$ cat config.mk
export PLATFORM = sky130hd
export DESIGN_NAME = calc_sequencer
export DESIGN_NICKNAME = d
export VERILOG_FILES = /design/src/rtl/calc_sequencer.sv
export SDC_FILE = /design/constraint.sdc
export NUM_CORES = 1
export LEC_CHECK = 0
export BUFFER_PORTS_ARGS = -buffer_cell sky130_fd_sc_hd__buf_2
export CAP_MARGIN = 5
export CORE_MARGIN = 5
export CORE_UTILIZATION = 30
export DETAILED_ROUTE_END_ITERATION = 8
export SLEW_MARGIN = 20
export SYNTH_ARGS = -nofsm -noshare
export SYNTH_HDL_FRONTEND = slang
export SYNTH_SLANG_ARGS = --single-unit
$ cat constraint.sdc
create_clock -name clk -period 2.98 [get_ports clk]
set_input_delay 0.298 -clock clk [delete_from_list [all_inputs] [get_ports clk]]
set_output_delay 0.298 -clock clk [all_outputs]
set_load 0.05 [all_outputs]
$ cat src/rtl/calc_sequencer.sv
// calc_sequencer: debounced enter/clear front end that sequences operand entry, ALU execution and result display.
// Optional feature macro: CALC_CHAIN_EN (enter in S_SHOW chains the result low nibble into operand A).
module calc_sequencer #(
    parameter int DEBOUNCE_CYCLES = 250000,
    parameter int RESULT_W        = 20
) (
    input  logic                clk,
    input  logic                reset,
    input  logic                btn_enter,
    input  logic                btn_clear,
    input  logic [3:0]          sw_data,
    input  logic                sw_op,
    input  logic                sw_sign,
    input  logic [RESULT_W-1:0] alu_result,
    output logic [3:0]          op1,
    output logic [3:0]          op2,
    output logic                operation,
    output logic                sign,
    output logic [RESULT_W-1:0] disp_value,
    output logic [2:0]          state,
    output logic                busy
);
    localparam int CW = $clog2(DEBOUNCE_CYCLES);
    localparam logic [CW-1:0] CNT_MAX = CW'(DEBOUNCE_CYCLES - 1);

    typedef enum logic [2:0] {
        S_A       = 3'd0,
        S_B       = 3'd1,
        S_EXEC    = 3'd2,
        S_CAPTURE = 3'd3,
        S_SHOW    = 3'd4
    } state_t;

    state_t              state_q, state_d;
    logic [3:0]          op1_q, op1_d, op2_q, op2_d;
    logic                operation_q, operation_d, sign_q, sign_d;
    logic [RESULT_W-1:0] disp_q, disp_d;
    // bit 0 = enter, bit 1 = clear
    logic [1:0]          sync1_q, sync1_d, sync2_q, sync2_d;
    logic [1:0]          stable_q, stable_d, prev_q, prev_d;
    logic [CW-1:0]       cnt_q [2];
    logic [CW-1:0]       cnt_d [2];
    logic [1:0]          press;
    logic                enter_ev, clear_ev;

    // Synchronize both buttons and accept a new level only after it has been stable long enough
    always_comb begin
        sync1_d  = {btn_clear, btn_enter};
        sync2_d  = sync1_q;
        prev_d   = stable_q;
        stable_d = stable_q;
        for (int i = 0; i < 2; i++) begin
            cnt_d[i] = '0;
            if (sync2_q[i] != stable_q[i]) begin
                if (cnt_q[i] == CNT_MAX) stable_d[i] = sync2_q[i];
                else cnt_d[i] = cnt_q[i] + 1'b1;
            end
        end
        press = stable_q & ~prev_q;
    end

    assign enter_ev = press[0];
    assign clear_ev = press[1];

    // Next state and register updates; clear overrides everything including a same-cycle enter
    always_comb begin
        state_d     = state_q;
        op1_d       = op1_q;
        op2_d       = op2_q;
        operation_d = operation_q;
        sign_d      = sign_q;
        disp_d      = disp_q;
        if (clear_ev) begin
            state_d     = S_A;
            op1_d       = '0;
            op2_d       = '0;
            operation_d = 1'b0;
            sign_d      = 1'b0;
            disp_d      = '0;
        end else begin
            case (state_q)
                S_A: begin
                    disp_d = RESULT_W'(sw_data);
                    if (enter_ev) begin
                        op1_d   = sw_data;
                        state_d = S_B;
                    end
                end
                S_B: begin
                    disp_d = RESULT_W'(sw_data);
                    if (enter_ev) begin
                        op2_d       = sw_data;
                        operation_d = sw_op;
                        sign_d      = sw_sign;
                        state_d     = S_EXEC;
                    end
                end
                S_EXEC: state_d = S_CAPTURE;
                S_CAPTURE: begin
                    disp_d  = alu_result;
                    state_d = S_SHOW;
                end
                S_SHOW: begin
                    if (enter_ev) begin
`ifdef CALC_CHAIN_EN
                        op1_d   = alu_result[3:0];
                        state_d = S_B;
`else
                        op1_d       = '0;
                        op2_d       = '0;
                        operation_d = 1'b0;
                        sign_d      = 1'b0;
                        state_d     = S_A;
`endif
                    end
                end
                default: begin
                    state_d     = S_A;
                    op1_d       = '0;
                    op2_d       = '0;
                    operation_d = 1'b0;
                    sign_d      = 1'b0;
                    disp_d      = '0;
                end
            endcase
        end
    end

    // State, datapath and button conditioning registers
    always_ff @(posedge clk or posedge reset) begin
        if (reset) begin
            state_q     <= S_A;
            op1_q       <= '0;
            op2_q       <= '0;
            operation_q <= 1'b0;
            sign_q      <= 1'b0;
            disp_q      <= '0;
            sync1_q     <= '0;
            sync2_q     <= '0;
            stable_q    <= '0;
            prev_q      <= '0;
            cnt_q       <= '{'0, '0};
        end else begin
            state_q     <= state_d;
            op1_q       <= op1_d;
            op2_q       <= op2_d;
            operation_q <= operation_d;
            sign_q      <= sign_d;
            disp_q      <= disp_d;
            sync1_q     <= sync1_d;
            sync2_q     <= sync2_d;
            stable_q    <= stable_d;
            prev_q      <= prev_d;
            cnt_q       <= cnt_d;
        end
    end

    assign op1        = op1_q;
    assign op2        = op2_q;
    assign operation  = operation_q;
    assign sign       = sign_q;
    assign disp_value = disp_q;
    assign state      = state_q;
    assign busy       = (state_q == S_EXEC) || (state_q == S_CAPTURE);
endmodule

==> summary.md <==
| Metric | Value |
|---|---|
| Clk slew on worst S/H paths | `0.06 ns` |
| Share of cells above drive strength 1 | `0.2300` |
| Reg-to-reg endpoint | `cnt_q[4]` |
| Post-CTS Setup Repair Bufs | `0` |
| Die width | `116.1 um` |
| MaxCap Viol Count | `0` |
| Critical-path cell list | `or4b_1 -> or4_4 -> o21ai_4 -> nor2_1` |
| Area after DPL | `3857 um2` |
| Post-DR vias/cell | `4.812` |
| Setup crit end kind | `flip-flop` |
| Port Buffers | `63` |
| First-pass GRT wire length | `11.80 mm` |
| Post-Layout Cell Count | `~530` |
| Endpoints failing setup | `0` |
| Maximum vdd drop | `0.2415 mV` |
| CP peak stage delay | `0.53 ns` |
| Max Freq | `~470 MHz` |
| Slowest CP cell | `or4b_1` |
| Arrival time worst endpoint | `2.32 ns` |
| GPL Wtd Cong | `0.7613` |
| DR WL/cell | `13.59 um` |
| Initial DRC Count | `roughly 200` |
| Clk_lat worst skew | `roughly 0.33 ns` |
| Final worst setup slack | `0.8565 ns` |
| CP max FO | `18` |
| CP startpoint kind | `flip-flop` |
| Largest net degree at the start of global routing | `47` |
| Mapped Cells | `318` |
| Final hold vios | `0` |
| Reg area | `1927 um2` |
| Via count | `2,536` |
| # fillers | `roughly 1,100` |
| Worst Max-Slew Pin Slew | `~0.7 ns` |
| Cell Pwr Density | `around 590 nW/um2` |
| HPWL after detailed placement | `~5.1 mm` |
| Worst min-delay path class | `in2async` |
| Yosys warnings | `0` |
| Initial Util | `0.3090` |
| Number of global-route vias before repair | `2,556` |
| Post-synthesis sequential area ratio | `0.5702` |
| GR Overflow Total | `0` |
| Root buffer cell | `clkbuf_16` |
| Final period util | `0.7126` |
| Synthesized area | `3379 um2` |
| Drt pass-1 iters | `4` |
| Die area | `13,490 um2` |
| Placed Cells | `512` |
| DRC | `0` |
| Flop2flop setup slack | `0.86 ns` |
| Largest cells by area after synthesis | `dfrtp_1 (57%), xnor2_1 (6.7%), a22o_1 (5.7%)` |
| Die Span Y | `116.1 um` |
| Slew Limit Fails | `0` |
| Antenna Cells | `0` |
| Post-route ant nets | `0` |
| Yosys top cell by area | `dfrtp_1` |
| Area taken by multi-input logic gates | `1356 um2` |
| WL final | `7.161 mm` |
| Hold buffer count at cts | `0` |
| Final setup TNS | `0 ns` |
| Syn Nets | `350` |
| CP top delay family | `simple AND/OR/NAND/NOR gates` |
| Syn_area_per_cell | `about 11 um2` |
| Top cell type's share of synthesized area | `0.5702` |
| Status | `complete, no violations` |
| GRT Util Overall | `0.1098` |
| Type of the worst setup path | `reg2reg` |
| Core Area | `10,940 um2` |
| Num ports | `64` |
| Worst Path Buf+Inv | `0` |
| Power Total | `2.481 mW` |
| CTS tree | `yes` |
| Design Area, Final | `between 4000 and 5000 um2` |
| Final-stage net count | `415` |
| Rows | `38` |
| Area grow syn2layout | `24.88%` |
| Fin crit period | `roughly 2.1 ns` |
| Unrepaired setup endpoints after global routing | `no` |
| DP Worst Slack | `between 0.8 and 0.9 ns` |
| LEAKAGE | `1.942 nW` |
| CP required | `3.17 ns` |
| CTS Buf Count | `9` |
| Clock sinks | `77` |
| Synth unique cells | `36` |
| Post-CTS Resized | `0` |
| Crit Reg-Reg Startpoint | `cnt_q[10]` |
| Relative slew slack | `0.5353` |
| Hold slack | `0.07608 ns` |
| Yosys reg bits | `slightly below 80` |
| Initial antenna violation count | `0` |
| Skew final | `approximately 0.0050 ns` |
| Final Util | `0.3859` |
| Maximum clock path buffer count | `2` |
| R2R depth | `4` |
| H-tree depth | `3` |
-- layer usage --
metal	vias up	wire, um	GRT usage	part of all wire
met5	-	0	0	0
met3	9	591	0.03679	0.083
met2	78	3128	0.1734	0.44
met1	1194	3368	0.1422	0.47
li1	1255	-	-	-
met4	0	72	0.03712	0.010
-- Yosys cell counts (all sizes together) --
cell type  instances
nor4               8
clkbuf            11
o21a               2
a21oi              5
a22oi              1
and3               3
mux2               2
dfrtp             77
nor2              46
nand3             13
a22o              22
buf                1
o31ai              1
nor3              10
a211o              1
or4b               1
xor2               5
and4               1
or3                4
nand2b             1
nand4b             2
nand4             15
o22a               1
nor4b              1
or4                2
or2                3
nor2b              9
a31oi              4
xnor2             26
nand2             12
inv               13
ha                 2
o21ai             13
-- worst reg2reg max path: stages (launching register included) --
cell	delay [ns]
dfrtp_1	0.43
or4b_1	0.53
or4_4	0.51
o21ai_4	0.40
nor2_1	0.12
-- power breakdown --
part	internal [mW]	switching [mW]	total, mW
registers	1.06	0.00934	1.07
logic	0.0292	0.0545	0.0837
clock network	0.921	0.409	1.33
-- logic make-up after synthesis --
logic type      Yosys count  synth area share
simple gates            131            0.1970
flops                    77            0.5702
compound gates           50            0.1085
xor+xnor                 31           0.08034
buf+inv                  25           0.02999
mux                       2          0.006664
fa+ha+maj                 2          0.007403
-- how the worst max path moves through the flow --
stage	startpoint	end	slack (ns)	cells after the start
after detailed placement	cnt_q[10]	cnt_q[10]	0.85	4
after global routing	cnt_q[0]	cnt_q[10]	0.63	5
after CTS	cnt_q[0]	cnt_q[10]	0.83	5
after floorplan	state[1]	state[2]	0.63	5
final	cnt_q[10]	cnt_q[4]	0.86	4
after global placement	cnt_q[0]	cnt_q[16]	0.90	5
-- cell type report --
type | count | area share
sequential | 77 | 0.4566
multi-input combinational | 216 | 0.3214
timing repair buffer | 66 | 0.08301
clock buffer | 11 | 0.05752
tap | 140 | 0.04151
clock inverter | 4 | 0.02846
inverter | 13 | 0.01156
-- cell usage in the layout (no fill, tap or decap), types with 11 or more instances in the layout --
cell     count
a22o_1      22
buf_2       63
dfrtp_1     77
inv_1       12
nand2_1     12
nand3_1     13
nand4_1     15
nor2_1      46
o21ai_0     11
xnor2_1     26
-- sequential cells by signal (all words and copies together) (netlist names) --
name and cells:
op1 4, sync2_q 2, operation 1, cnt_q 36, sign 1, op2 4, sync1_q 2, disp_value 20
prev_q 2, state 3, prev_d 2
Power figures use the tool's default switching activity.
